[config.mk]
export PLATFORM = sky130hd
export DESIGN_NAME = rx
export DESIGN_NICKNAME = d
export VERILOG_FILES = /design/src/rtl/rx_pkg.sv /design/src/rtl/rx_baud_tick.sv /design/src/rtl/rx.sv
export SDC_FILE = /design/constraint.sdc
export NUM_CORES = 1
export LEC_CHECK = 0
export ABC_CLOCK_PERIOD_IN_PS = 4400
export BUFFER_PORTS_ARGS = -buffer_cell sky130_fd_sc_hd__buf_2
export CORE_MARGIN = 8
export CORE_UTILIZATION = 50
export CTS_BUF_LIST = sky130_fd_sc_hd__clkbuf_8
export CTS_CLUSTER_SIZE = 40
export DETAILED_ROUTE_END_ITERATION = 10
export GPL_TIMING_DRIVEN = 0
export HOLD_SLACK_MARGIN = 0.02
export MAX_ROUTING_LAYER = met4
export PLACE_DENSITY = 0.68
export SLEW_MARGIN = 0
export SYNTH_ARGS = -nofsm -noshare
export SYNTH_HDL_FRONTEND = slang
export SYNTH_SLANG_ARGS = --single-unit
[constraint.sdc]
create_clock -name clk -period 4.4 [get_ports clk]
set_input_delay 1.32 -clock clk [delete_from_list [all_inputs] [get_ports clk]]
set_output_delay 1.32 -clock clk [all_outputs]
set_load 0.005 [all_outputs]
[src/rtl/rx_pkg.sv]
// Shared constants and state encoding for the oversampling serial blocks.
// Latency: n/a (package, no logic).
// Backpressure: n/a.
package rx_pkg;

    // Default system clock and serial bit rate.
    localparam int CLOCK_DEFAULT = 50_000_000;
    localparam int RATE_DEFAULT  = 9600;

    // Ticks per serial bit; mid-bit sampling is at tick OVERSAMPLE/2.
    localparam int OVERSAMPLE = 16;

    typedef enum logic [1:0] {
        ST_IDLE  = 2'd0,
        ST_START = 2'd1,
        ST_DATA  = 2'd2,
        ST_STOP  = 2'd3
    } state_e;

    // Clocks per oversample tick (integer division, truncating).
    function automatic int calc_div(input int clock, input int rate, input int oversample);
        return clock / (rate * oversample);
    endfunction

endpackage

[src/rtl/rx_baud_tick.sv]
// Free-running oversample tick generator: one-clk tick every CLOCK/(RATE*OVERSAMPLE) clks.
// Latency: tick is decoded from the divider register, first tick DIV clks after reset release.
// Backpressure: none; runs continuously.
//
// Ports:
//   clk   - system clock, rising edge
//   reset - asynchronous active-low reset, clears the divider
//   tick  - one-clk pulse at the oversample rate
module baud_tick #(
    parameter int CLOCK      = rx_pkg::CLOCK_DEFAULT,
    parameter int RATE       = rx_pkg::RATE_DEFAULT,
    parameter int OVERSAMPLE = rx_pkg::OVERSAMPLE
) (
    input  logic clk,
    input  logic reset,
    output logic tick
);

    localparam int DIV = rx_pkg::calc_div(CLOCK, RATE, OVERSAMPLE);
    localparam int CW  = (DIV > 1) ? $clog2(DIV) : 1;
    localparam logic [CW-1:0] LAST = CW'(DIV - 1);

    logic [CW-1:0] cnt_q;
    logic [CW-1:0] cnt_d;

    always_comb begin
        cnt_d = cnt_q + CW'(1);
        if (cnt_q == LAST) begin
            cnt_d = '0;
        end
    end

    always_ff @(posedge clk or negedge reset) begin
        if (!reset) begin
            cnt_q <= '0;
        end else begin
            cnt_q <= cnt_d;
        end
    end

    assign tick = (cnt_q == LAST);

endmodule

[src/rtl/rx.sv]
// 8N1 serial receiver, 16x oversampled, mid-bit sampling, LSB first.
// Latency: rch/valid (or ferr) update one clk after the mid-stop-bit sample.
// Backpressure: none; valid/ferr are single-cycle pulses, rch holds the last good byte.
//
// Ports:
//   clk   - system clock, rising edge
//   reset - asynchronous active-low reset
//   rxd   - asynchronous serial input, idle high
//   rch   - last correctly framed byte
//   valid - one-clk pulse when rch is updated
//   ferr  - one-clk pulse when the stop bit samples low
//   busy  - high while a frame is in progress
module rx
    import rx_pkg::*;
#(
    parameter int CLOCK = CLOCK_DEFAULT,
    parameter int RATE  = RATE_DEFAULT
) (
    input  logic       clk,
    input  logic       reset,
    input  logic       rxd,
    output logic [7:0] rch,
    output logic       valid,
    output logic       ferr,
    output logic       busy
);

    localparam logic [3:0] MID_TICK  = 4'(OVERSAMPLE / 2 - 1);
    localparam logic [3:0] LAST_TICK = 4'(OVERSAMPLE - 1);

    logic       tick;

    logic       sync1_q;
    logic       sync2_q;
    logic       prev_q;
    logic [2:0] settle_q;

    state_e     state_q;
    state_e     state_d;

    logic [3:0] tcnt_q;
    logic [3:0] tcnt_d;
    logic [2:0] bidx_q;
    logic [2:0] bidx_d;
    logic [7:0] shreg_q;
    logic [7:0] shreg_d;
    logic [7:0] rch_q;
    logic [7:0] rch_d;
    logic       valid_q;
    logic       valid_d;
    logic       ferr_q;
    logic       ferr_d;

    logic       line;
    logic       fall;
    logic       mid_hit;
    logic       end_hit;

    baud_tick #(
        .CLOCK      (CLOCK),
        .RATE       (RATE),
        .OVERSAMPLE (OVERSAMPLE)
    ) u_baud_tick (
        .clk   (clk),
        .reset (reset),
        .tick  (tick)
    );

    // Synchronizer plus one history flop for edge detection. The synchronizer
    // resets to 1, so its first two post-reset outputs are not the real line;
    // settle_q holds off edge detection until prev_q also carries a real sample,
    // so a line already low at reset release cannot fake a falling edge.
    always_ff @(posedge clk or negedge reset) begin
        if (!reset) begin
            sync1_q  <= 1'b1;
            sync2_q  <= 1'b1;
            prev_q   <= 1'b1;
            settle_q <= '0;
        end else begin
            sync1_q  <= rxd;
            sync2_q  <= sync1_q;
            prev_q   <= sync2_q;
            settle_q <= {settle_q[1:0], 1'b1};
        end
    end

    assign line    = sync2_q;
    assign fall    = settle_q[2] & prev_q & ~sync2_q;
    assign mid_hit = tick && (tcnt_q == MID_TICK);
    assign end_hit = tick && (tcnt_q == LAST_TICK);

    // State register
    always_ff @(posedge clk or negedge reset) begin
        if (!reset) begin
            state_q <= ST_IDLE;
        end else begin
            state_q <= state_d;
        end
    end

    // Next-state logic
    always_comb begin
        state_d = state_q;
        case (state_q)
            ST_IDLE: begin
                if (fall) begin
                    state_d = ST_START;
                end
            end
            ST_START: begin
                if (mid_hit) begin
                    state_d = line ? ST_IDLE : ST_DATA;
                end
            end
            ST_DATA: begin
                if (end_hit && (bidx_q == 3'd7)) begin
                    state_d = ST_STOP;
                end
            end
            ST_STOP: begin
                if (end_hit) begin
                    state_d = ST_IDLE;
                end
            end
            default: state_d = ST_IDLE;
        endcase
    end

    // Output / datapath next-state logic. The tick counter runs on every tick
    // and wraps at 16; it is re-zeroed at the falling edge and again at
    // mid-start so every later 16th tick lands mid-bit.
    always_comb begin
        tcnt_d  = tcnt_q;
        bidx_d  = bidx_q;
        shreg_d = shreg_q;
        rch_d   = rch_q;
        valid_d = 1'b0;
        ferr_d  = 1'b0;

        if (tick) begin
            tcnt_d = tcnt_q + 4'd1;
        end

        case (state_q)
            ST_IDLE: begin
                if (fall) begin
                    tcnt_d = '0;
                end
            end
            ST_START: begin
                if (mid_hit) begin
                    tcnt_d = '0;
                    bidx_d = '0;
                end
            end
            ST_DATA: begin
                if (end_hit) begin
                    shreg_d = {line, shreg_q[7:1]};
                    bidx_d  = bidx_q + 3'd1;
                end
            end
            ST_STOP: begin
                if (end_hit) begin
                    if (line) begin
                        rch_d   = shreg_q;
                        valid_d = 1'b1;
                    end else begin
                        ferr_d  = 1'b1;
                    end
                end
            end
            default: ;
        endcase
    end

    always_ff @(posedge clk or negedge reset) begin
        if (!reset) begin
            tcnt_q  <= '0;
            bidx_q  <= '0;
            shreg_q <= '0;
            rch_q   <= '0;
            valid_q <= 1'b0;
            ferr_q  <= 1'b0;
        end else begin
            tcnt_q  <= tcnt_d;
            bidx_q  <= bidx_d;
            shreg_q <= shreg_d;
            rch_q   <= rch_d;
            valid_q <= valid_d;
            ferr_q  <= ferr_d;
        end
    end

    assign rch   = rch_q;
    assign valid = valid_q;
    assign ferr  = ferr_q;
    assign busy  = (state_q != ST_IDLE);

endmodule

==> impl_results.md <==
* Ant diodes at 0
* Maxcap violations at 0
* Skew-Pair Late Insertion Delay at 0.29 ns
* Rows at 21
* Post-synth ARST share at 1.000
* Cell count after synthesis at 142
* # clock sinks at 42
* Worst-path cell chain: clkbuf_1 -> or2_2 -> buf_2
* Area leader, netlist: dfrtp_1
* Vias in the first global route at 1120
* Startpoint Class: flip-flop
* Fin crit period at 2.684 ns
* Leak pwr at 0.9952 nW
* R2r setup slk at 2.37 ns
* TritonRoute pass-1 iters at 4
* DIE AREA at 5765 um^2
* Hold WC Path Type: reg2reg
* Clock Tree Root: clkbuf_8
* Slew headroom at 0.4054
* Top cells by area, synth: dfrtp_1 (54%), mux2_2 (10%), dfstp_2 (4.4%)
* Die Span X at 75.93 um
* Post-synth net total at 150
* Worst r2r src: u_baud_tick.cnt_q[0]$_DFF_PN0_
* Mapped cell area at 1795 um^2
* RSZ-0062 raised after global routing: false
* Largest net degree at the start of global routing at 43
* Top-area cell type share of the netlist area at 0.5436
* Synthesis-stage register bit count at 42
* Hold-fix buffers at CTS at 0
* Core area at 3390 um^2
* Final Hold Viols at 0
* Initial Util at 0.5297
* I/O pin total at 14
* # Post-CTS Setup Buffers at 0
* Final setup TNS at 0 ns
* Reg2Reg Depth at 6
* Clock transition at path regs at 0.08 ns
* Fmax achieved at 0.3726 GHz
* Worst setup EP type: primary output
* Ys Warns at 0
* Peak VDD IR at 255.7 uV
* Register area share after synthesis at 0.5875
* Final ANT Viol Nets at 0
* GRT Util Overall at 0.1108
* CP required at 3.08 ns
* Syn avg cell area at 12.64 um^2
* Post-synth top flop: dfrtp_1
* Final setup viols at 0
* Post-CTS sizing at 0
* Buffers on Ports at 13
* Worst slew pin tran at 0.8919 ns
* Initial antenna violation count at 0
* Fin. max-slew vios at 0
* Post-synth EDFFs at 0
* Syn-to-layout area delta at 11.85%
* Clock skew at 0.004506 ns
* DR vias/cell at 5.292
* Residual DRC count at 0
* CTS tree: done
* Worst path top cell family by delay: simple AND/OR/NAND/NOR gates
* Inserted Clock Buffers at 5
* WP depth at 3
* Htree depth at 2
* Crit path buf inv count at 2
* GPL Wtd Cong at 0.7669
* WP data arrival at 1.36 ns
* Inst Count DP at 201
* Total vias in the final route at 1106
* Crit path largest cell delay at 0.37 ns
* GRT overflow at 0
* Total Routed Length at 3051 um
* Critical Path Fanout Max at 9
* Die H at 75.93 um
* Final period utilization at 0.6099
* Power per cell area at 330.2 nW/um^2
* First-pass GRT wire length at 5223 um
* Critical path class: reg2out
* WL/cell at 14.60 um
* Fraction of final layout cells with drive strength greater than 1 at 0.3006
* Setup crit end: busy
* Clock Tree Buf Depth at 2
* Post-DP HPWL at 2134 um
* CP max stage cell: or2_2
* FF-to-FF End: rch[7]$_DFFE_PN0P_
* Crit. Startpoint: state_q[0]$_DFFE_PN0P_
* Unique cell type count in the Yosys netlist at 38
* Drt first-iter violations at 83
* Final nets at 170
* Status: complete, no violations
* Final Non-Filler Cells at 209
cell usage after synthesis (2+ instances only):
library cell   n
o21ai_0        4
nand3_1        7
inv_1          4
and2_1         2
nor2_1         9
mux2_2        16
nand2_1        9
a21oi_1        4
nor3_1         4
a31oi_1        2
dfrtp_1       39
and2_2         2
and3_1         2
xnor2_1        7
nor3_4         2
dfstp_2        3
ha_1           5
state kept, by name, indices dropped and copies added, names as in the netlist, 3 cells and up, named ones only:
| signal | cells |
|---|---|
| u_baud_tick.cnt_q | 9 |
| rch | 8 |
| shreg_q | 8 |
| tcnt_q | 4 |
| bidx_q | 3 |
| settle_q | 3 |
through the flow:
stage,setup slack [ns],utilization,power (mW),instance area (um^2),hold WS [ns]
final,1.716,0.5925,0.6630,2008,0.3541
after global routing,1.652,0.5925,0.6914,2008,0.3602
after CTS,1.699,0.5925,0.6695,2008,0.3566
after detailed placement,2.021,0.5659,0.4288,1918,0.3379
after global placement,2.020,0.5659,0.4282,1918,0.3362
after floorplan,2.233,-,0.4141,1795,0.3312
placed cells by master, fill, tap and decap left out, types with 2 or more instances in the layout:
cell type   n
and3_1      2
a31oi_1     2
buf_2      14
nor3_4      2
xnor2_1     7
and2_2      2
o21ai_0     4
nand2_1     9
inv_1       4
clkbuf_8    5
nor3_1      4
dfstp_2     3
a21oi_1     4
dfrtp_1    39
nor2_1      9
and2_1      2
nand3_1     7
ha_1        5
mux2_2     16
cell families after synthesis:
group | synth area share
and+or+nand+nor | 0.1666
DFF | 0.5875
muxes | 0.1003
AOI/OAI and AO/OA | 0.05227
xor gates and xnor gates | 0.03903
buffers and inverters | 0.01742
adders and majority gates | 0.03484
other | 0.002089
metal layers:
layer / routed length, um / global-route usage / share of wire
met5: 0 / - / 0
met4: 32 / 0.04118 / 0.010
met3: 145 / 0.03538 / 0.048
met2: 1485 / 0.1748 / 0.49
met1: 1388 / 0.1287 / 0.45
area by class of cell:
class / instances / area (um^2)
fillers: 267 / 1381
flip-flops and latches: 42 / 1055
multi-input cells: 93 / 709.4
clock buffers: 5 / 68.82
repair buffers: 13 / 65.06
well taps: 46 / 57.56
clock inverters: 3 / 21.27
plain buffers: 3 / 16.27
inverters: 4 / 15.01
worst min path at each step:
stage	from	end	depth (start not counted)	slack, ns
floorplan	settle_q[0]$_DFF_PN0_	settle_q[1]$_DFF_PN0_	0	0.33
global placement	settle_q[0]$_DFF_PN0_	settle_q[1]$_DFF_PN0_	0	0.34
detailed placement	settle_q[0]$_DFF_PN0_	settle_q[1]$_DFF_PN0_	0	0.34
CTS	settle_q[0]$_DFF_PN0_	settle_q[1]$_DFF_PN0_	0	0.36
global route	settle_q[0]$_DFF_PN0_	settle_q[1]$_DFF_PN0_	0	0.36
finish	settle_q[0]$_DFF_PN0_	settle_q[1]$_DFF_PN0_	0	0.35
power breakdown:
part	switching [mW]	total [mW]	internal, mW
Sequential	0.00183	0.393	0.392
Combinational	0.0204	0.0269	0.00654
Clock	0.131	0.243	0.111
Total	0.154	0.663	0.510
(Power assumes the default switching activity.)
